[config.mk]
export PLATFORM = sky130hd
export DESIGN_NAME = dice_display
export DESIGN_NICKNAME = d
export VERILOG_FILES = /design/src/rtl/dice_display.sv
export SDC_FILE = /design/constraint.sdc
export NUM_CORES = 1
export LEC_CHECK = 0
export CORE_ASPECT_RATIO = 0.5
export CORE_MARGIN = 2
export CORE_UTILIZATION = 45
export CTS_CLUSTER_DIAMETER = 60
export DETAILED_ROUTE_END_ITERATION = 8
export PLACE_DENSITY = 0.69
export SYNTH_ARGS = -nofsm -noshare
export SYNTH_HDL_FRONTEND = slang
export SYNTH_SLANG_ARGS = --single-unit
[constraint.sdc]
create_clock -name clk -period 3 [get_ports clk]
set_input_delay 0.45 -clock clk [delete_from_list [all_inputs] [get_ports clk]]
set_output_delay 0.45 -clock clk [all_outputs]
set_load 0.005 [all_outputs]
[src/rtl/dice_display.sv]
// Display side of the electronic dice: blinks the pips while rolling, then qualifies and shows the settled throw.
// Optional `define DICE_DOUBLES_EN adds a registered `doubles` flag (same value as the previous accepted result).
module dice_display #(
  parameter int SETTLE_CYCLES = 4,
  parameter int BLINK_DIV     = 8,
  parameter int CNT_W         = 8
) (
  input  logic             clk,
  input  logic             rst,
  input  logic             button,
  input  logic [2:0]       throw,
  output logic [6:0]       pips,
  output logic [2:0]       result,
  output logic             result_valid,
  output logic             new_result,
  output logic [CNT_W-1:0] roll_count,
`ifdef DICE_DOUBLES_EN
  output logic             doubles,
`endif
  output logic             error
);

  localparam int SW = $clog2(SETTLE_CYCLES + 1);
  localparam int BW = (BLINK_DIV > 1) ? $clog2(BLINK_DIV) : 1;

  typedef enum logic [1:0] {IDLE, ROLLING, SETTLING, SHOW} state_e;

  state_e           state_q, state_d;
  logic [6:0]       pips_q, pips_d;
  logic [2:0]       result_q, result_d;
  logic             result_valid_q, result_valid_d;
  logic             new_result_q, new_result_d;
  logic [CNT_W-1:0] roll_count_q, roll_count_d;
  logic             error_q, error_d;
  logic [BW-1:0]    blink_cnt_q, blink_cnt_d;
  logic [SW-1:0]    settle_cnt_q, settle_cnt_d;
  logic [2:0]       prev_q, prev_d;
  logic             doubles_q, doubles_d;

  function automatic logic [6:0] pip_decode(input logic [2:0] v);
    case (v)
      3'd1:    pip_decode = 7'h01;
      3'd2:    pip_decode = 7'h42;
      3'd3:    pip_decode = 7'h43;
      3'd4:    pip_decode = 7'h66;
      3'd5:    pip_decode = 7'h67;
      3'd6:    pip_decode = 7'h7E;
      default: pip_decode = 7'h00;
    endcase
  endfunction

  always_comb begin
    // NOTE: every *_d gets a default here so no path through the case infers a latch.
    state_d        = state_q;
    pips_d         = pips_q;
    result_d       = result_q;
    result_valid_d = result_valid_q;
    new_result_d   = 1'b0;
    roll_count_d   = roll_count_q;
    error_d        = error_q;
    blink_cnt_d    = blink_cnt_q;
    settle_cnt_d   = settle_cnt_q;
    prev_d         = prev_q;
    doubles_d      = doubles_q;

    // A press from any state restarts the roll with all pips lit.
    if (button && state_q != ROLLING) begin
      state_d        = ROLLING;
      pips_d         = 7'h7F;
      blink_cnt_d    = '0;
      result_valid_d = 1'b0;
      doubles_d      = 1'b0;
    end else begin
      case (state_q)
        IDLE: pips_d = 7'h00;
        ROLLING: begin
          if (!button) begin
            state_d      = SETTLING;
            pips_d       = 7'h00;
            prev_d       = throw;
            settle_cnt_d = SW'(1);
          end else if (blink_cnt_q == BW'(BLINK_DIV - 1)) begin
            blink_cnt_d = '0;
            pips_d      = ~pips_q;
          end else begin
            blink_cnt_d = blink_cnt_q + BW'(1);
          end
        end
        SETTLING: begin
          // Enough equal samples collected: qualify the held value, ignoring this edge's sample.
          if (settle_cnt_q == SW'(SETTLE_CYCLES)) begin
            if (prev_q != 3'd0 && prev_q != 3'd7) begin
              state_d        = SHOW;
              result_d       = prev_q;
              result_valid_d = 1'b1;
              new_result_d   = 1'b1;
              error_d        = 1'b0;
              pips_d         = pip_decode(prev_q);
              doubles_d      = (roll_count_q != '0) && (prev_q == result_q);
              if (roll_count_q != '1) roll_count_d = roll_count_q + CNT_W'(1);
            end else begin
              state_d = IDLE;
              error_d = 1'b1;
            end
          end else if (throw == prev_q) begin
            settle_cnt_d = settle_cnt_q + SW'(1);
          end else begin
            prev_d       = throw;
            settle_cnt_d = SW'(1);
          end
        end
        SHOW: ;
        default: state_d = IDLE;
      endcase
    end
  end

  always_ff @(posedge clk or negedge rst) begin
    if (!rst) begin
      state_q        <= IDLE;
      pips_q         <= '0;
      result_q       <= '0;
      result_valid_q <= 1'b0;
      new_result_q   <= 1'b0;
      roll_count_q   <= '0;
      error_q        <= 1'b0;
      blink_cnt_q    <= '0;
      settle_cnt_q   <= '0;
      prev_q         <= '0;
      doubles_q      <= 1'b0;
    end else begin
      // NOTE: non-blocking assignments so every register samples the pre-edge values.
      state_q        <= state_d;
      pips_q         <= pips_d;
      result_q       <= result_d;
      result_valid_q <= result_valid_d;
      new_result_q   <= new_result_d;
      roll_count_q   <= roll_count_d;
      error_q        <= error_d;
      blink_cnt_q    <= blink_cnt_d;
      settle_cnt_q   <= settle_cnt_d;
      prev_q         <= prev_d;
      doubles_q      <= doubles_d;
    end
  end

  assign pips         = pips_q;
  assign result       = result_q;
  assign result_valid = result_valid_q;
  assign new_result   = new_result_q;
  assign roll_count   = roll_count_q;
  assign error        = error_q;
`ifdef DICE_DOUBLES_EN
  assign doubles      = doubles_q;
`else
  logic unused_doubles;
  assign unused_doubles = doubles_q;
`endif

endmodule
After elaboration in Yosys (flattened, before gate mapping). Cells that the tools add are included.

Register bits after elaboration: 32. Input bits: 6. Output and inout bits: 21. Logic and storage cells: 90.

$add $sub $neg: 3. Eq/ne operators: 21. Multiplexer cells: 33. Bitwise operators: 2. Reduce and logical (&&, ||, !) cells: 21.

Operator list (count): $pmux W7 S6 (1); $mux W7 (5); $mux W3 (10); $pmux W7 S3 (1); $eq A3 B3 Y1 const B (5); $ne A3 B3 Y1 const B (4); $pmux W3 S2 (2); $reduce_and A4 Y1 (3); $reduce_bool A2 Y1 (6); $reduce_and A5 Y1 (2); $mux W1 (9); $reduce_and A3 Y1 (3); $add A8 B1 Y8 const B (1); $mux W2 (4); $ne A8 B8 Y1 const B (1); $not A7 Y7 (1); $add A3 B1 Y3 const B (2); $eq A3 B2 Y1 const B (2); $ne A2 B2 Y1 const B (3); $reduce_bool A3 Y1 (2); $ne A4 B4 Y1 const B (1); $pmux W2 S2 (1); $reduce_bool A4 Y1 (1); $eq A3 B1 Y1 const B (1); 8 further kinds (9).

Logic depth before layout (Yosys ltp).
Depth in word-level cells: 6. Depth in mapped cells: 9. Gate-level depth less buffers: 7.

Worst setup path after synthesis. No wires, ideal clock.

Path kind: register to register. Start: register state_q[1]. End: register roll_count_q[1] (netlist: roll_count[1]). Library setup time: 0.128 ns. Data arrival time: 2.013 ns. Required time: 2.872 ns. Slack: 0.860 ns. Cell stages (with the launch flop): 9. Path buffers: 2. Period minus slack after synthesis: 2.140 ns. Cells stage by stage: dfrtp_1 -> inv_1 -> ha_1 -> buf_2 -> nor2b_1 -> or4_4 -> buf_6 -> nor2_1 -> mux2_1.

Word-level cells in the longest chain between the ends: 4. Elaborated cells on any way between the ends: 5. Those cells by class: eq/ne: 2; bitwise: 1; reduce/logical: 2.

Ends and longest elaborated chain: from (decl) (RTL line 28) `state_e state_q, state_d;`; from (signal assigned) (RTL line 133) `state_q <= state_d;`; $ne A2 B1 Y1 (RTL line 67) `if (button && state_q != ROLLING) begin`; $logic_and A1 B1 Y1 (RTL line 67); $not A1 Y1 (no line); $reduce_and A5 Y1 (no line) (*); to (signal assigned) (RTL line 138) `roll_count_q <= roll_count_d;`; to (decl) (RTL line 33) `logic [CNT_W-1:0] roll_count_q, roll_count_d;`.

Mark *: on every way between the ends. The rest lies on a longest branch, timed or not. A chain may end at the register's enable or synchronous reset.

Final worst setup path. Ends and elaborated chain as after synthesis.

==> impl_metrics.json <==
{
  "status": "finished, final reports clean",
  "synth.largest_area_cell": "dfrtp_1",
  "cts_resized": 0,
  "clock-sinks": 32,
  "grt_max_degree": 33,
  "numCtsBuffers": 5,
  "maxCapViolations": 0,
  "avgSynthCellArea_um2": 10.2,
  "sequentialPowerShare_pct": 38.3,
  "setup_tns_ps": 0,
  "h-tree-depth": 2,
  "netlist_instances": 165,
  "viasPerCell": 5.30,
  "post-cts-setup-buffer-count": 0,
  "arrival_ps": 2520,
  "cts_tree": "done",
  "first_pass_iters": 4,
  "yosysSeqAreaShare_pct": 47.4,
  "hpwl_um": 2450,
  "grt_pass1_vias": 1220,
  "period_minus_slack_ps": 2350,
  "clkTransAtPathRegs_ps": 70,
  "crit_fanout": 9,
  "grt_first_pass_wirelength_um": 5640,
  "cp-start-kind": "register",
  "rows": 15,
  "io_buffer_count": 26,
  "crit_type": "reg2reg",
  "start_util_pct": 48.1,
  "die_w_um": 90.6,
  "final_util_pct": 59.4,
  "hold_ws_ps": 487,
  "worst_ir_drop_vdd_v": 0.000283,
  "diodes": 0,
  "final_layout_size_suffix_gt1_share_pct": 12.8,
  "internal-power_uw": 1110,
  "power.switching_uw": 595,
  "maxSlewHeadroom_pct": 66.7,
  "drt_iter0_markers": 66,
  "worstPathRequired_ps": 3160,
  "tightest_slew_ps": 499,
  "synthTopCellsByArea": "dfrtp_1, mux2_2, ha_1",
  "core-area_mm2": 0.00351,
  "gp_congestion": 0.813,
  "p_leak_uw": 0.000918,
  "antenna_left": 0,
  "syn_nets": 178,
  "ys_seq_elements": 32,
  "fin_crit_sh_pct": 78.4,
  "setup_viol": 0,
  "rsz0062_at_grt": "no",
  "die_h_um": 47.3,
  "p_sw_share_pct": 34.8,
  "r2r_start": "state_q[1]",
  "yosys_warnings": 0,
  "syn-cell-area_mm2": 0.00169,
  "routed_wl_um": 3400,
  "gr-total-overflow": 0,
  "synth_edf_count": 0,
  "cts_hold_buf": 0,
  "via_count": 1309,
  "final_nets": 208,
  "combPwrFrac_pct": 41.7,
  "flow.area_growth_from_synthesis_pct": 23.4,
  "clockBufferDepth": 2,
  "skew_ps": 1.67,
  "drc_errors": 0,
  "cp-end-kind": "register",
  "ys_types": 39,
  "antenna_found_initial": 0,
  "clock_latency_ps": 280,
  "pin_count": 27,
  "hp-class": "reg2reg",
  "pre_cts_slack_ps": 600,
  "clockPowerShare_pct": 20.1,
  "hold_viol": 0,
  "crit_start": "state_q[1]",
  "async_flop_share_pct": 100,
  "ctsRootBufferMaster": "clkbuf_8",
  "grtUsageTotal_pct": 17.4,
  "synth_top_area_share_pct": 47.4,
  "routedWlPerCell_um": 13.8,
  "hp-start": "result[1]",
  "synth_ff_type": "dfrtp_1",
  "setup_ws_ps": 647,
  "power_density_mw_per_mm2": 820,
  "max_freq_mhz": 425,
  "dieArea_mm2": 0.00429,
  "drv_slew": 0
}
==> worst max-delay path, stage by stage (launching register included) <==
cell     delay [ps]
dfrtp_1         410
inv_1           120
ha_1            330
nor2b_1         190
or4_4           580
nor2_1          250
mux2_1          350
==> cells in the final DEF (no fill, tap or decap), types with 3 or more instances in the layout <==
cell type / instances
inv_1: 10
nor3_1: 3
nor2b_1: 4
a21oi_1: 7
buf_4: 4
xnor2_1: 3
nand3_1: 6
o21ai_0: 8
o22ai_1: 3
nor4_1: 4
xor2_1: 5
nand2_1: 14
mux2_2: 10
clkbuf_8: 6
ha_1: 7
dfrtp_1: 32
clkdlybuf4s50_1: 26
nor2_1: 15
nand2b_1: 3
==> registers in the layout (all words and copies together) (netlist names) <==
| signal | count |
|---|---|
| pips | 7 |
| result_valid | 1 |
| prev_q | 3 |
| error | 1 |
| blink_cnt_q | 3 |
| settle_cnt_q | 3 |
| result | 3 |
| new_result | 1 |
| roll_count | 8 |
| state_q | 2 |
==> cell type report <==
| cell class | instances | area [µm²] |
|---|---|---|
| Tap cell | 51 | 63.8 |
| Multi-Input combinational cell | 116 | 798 |
| Sequential cell | 32 | 801 |
| Clock inverter | 2 | 10.0 |
| Fill cell | 303 | 1430 |
| Inverter | 10 | 37.5 |
| Clock buffer | 6 | 82.6 |
| Timing Repair Buffer | 30 | 290 |
==> stage by stage <==
| stage | cells | cell area, µm² | power, µW |
|---|---|---|---|
| final | 247 | 2080 | 1710 |
| after global routing | 247 | 2080 | 1840 |
| after CTS | 247 | 2080 | 1720 |
| after detailed placement | 239 | 1990 | 1370 |
| after global placement | 239 | 1990 | 1350 |
| after floorplan | 165 | 1690 | 1150 |
==> worst paths after layout <==
kind	to	slack (ps)	cells past startpoint
min in group asynchronous	roll_count[5]	560	2
max	roll_count[1]	650	6
min	result[1]	490	2
max reg2reg	roll_count[1]	650	6
min reg2reg	result[1]	490	2
max in group asynchronous	blink_cnt_q[1]	2140	2
==> synth_stat cells, drive strengths merged (2+ instances only) <==
| cell type | n |
|---|---|
| dfrtp | 32 |
| nor2 | 15 |
| nand2 | 14 |
| mux2 | 11 |
| inv | 10 |
| o21ai | 8 |
| a21oi | 7 |
| ha | 7 |
| nand3 | 6 |
| buf | 5 |
| xor2 | 5 |
| nor2b | 4 |
| nor4 | 4 |
| nand2b | 3 |
| nor3 | 3 |
| o22ai | 3 |
| xnor2 | 3 |
| a31oi | 2 |
| and3 | 2 |
| clkbuf | 2 |
| nand4 | 2 |
| o211ai | 2 |
| or3 | 2 |
==> routing by layer <==
| metal | up-vias | GRT usage, % | share of wire (%) |
|---|---|---|---|
| met4 | 0 | 5.54 | 0.71 |
| li1 | 650 | - | - |
| met3 | 3 | 5.62 | 3.4 |
| met1 | 632 | 23.2 | 51 |
| met2 | 24 | 28.1 | 45 |
| met5 | - | 0 | 0 |
==> cells by family after synthesis <==
group           share of synthesized area [%]
mux                                      7.93
compound gates                           12.8
buf+inv                                  5.26
simple gates                             17.3
xor+xnor                                 4.15
fa+ha+maj                                5.19
flops                                    47.4
==> power by group through the flow <==
stage / Clock, µW / Sequential [µW] / Combinational (µW)
after CTS: 355 / 652 / 717
after floorplan: 0 / 613 / 537
after global placement: 0 / 655 / 694
after detailed placement: 0 / 661 / 713
after global routing: 372 / 673 / 798
final: 343 / 653 / 711
(Power assumes the default switching activity.)
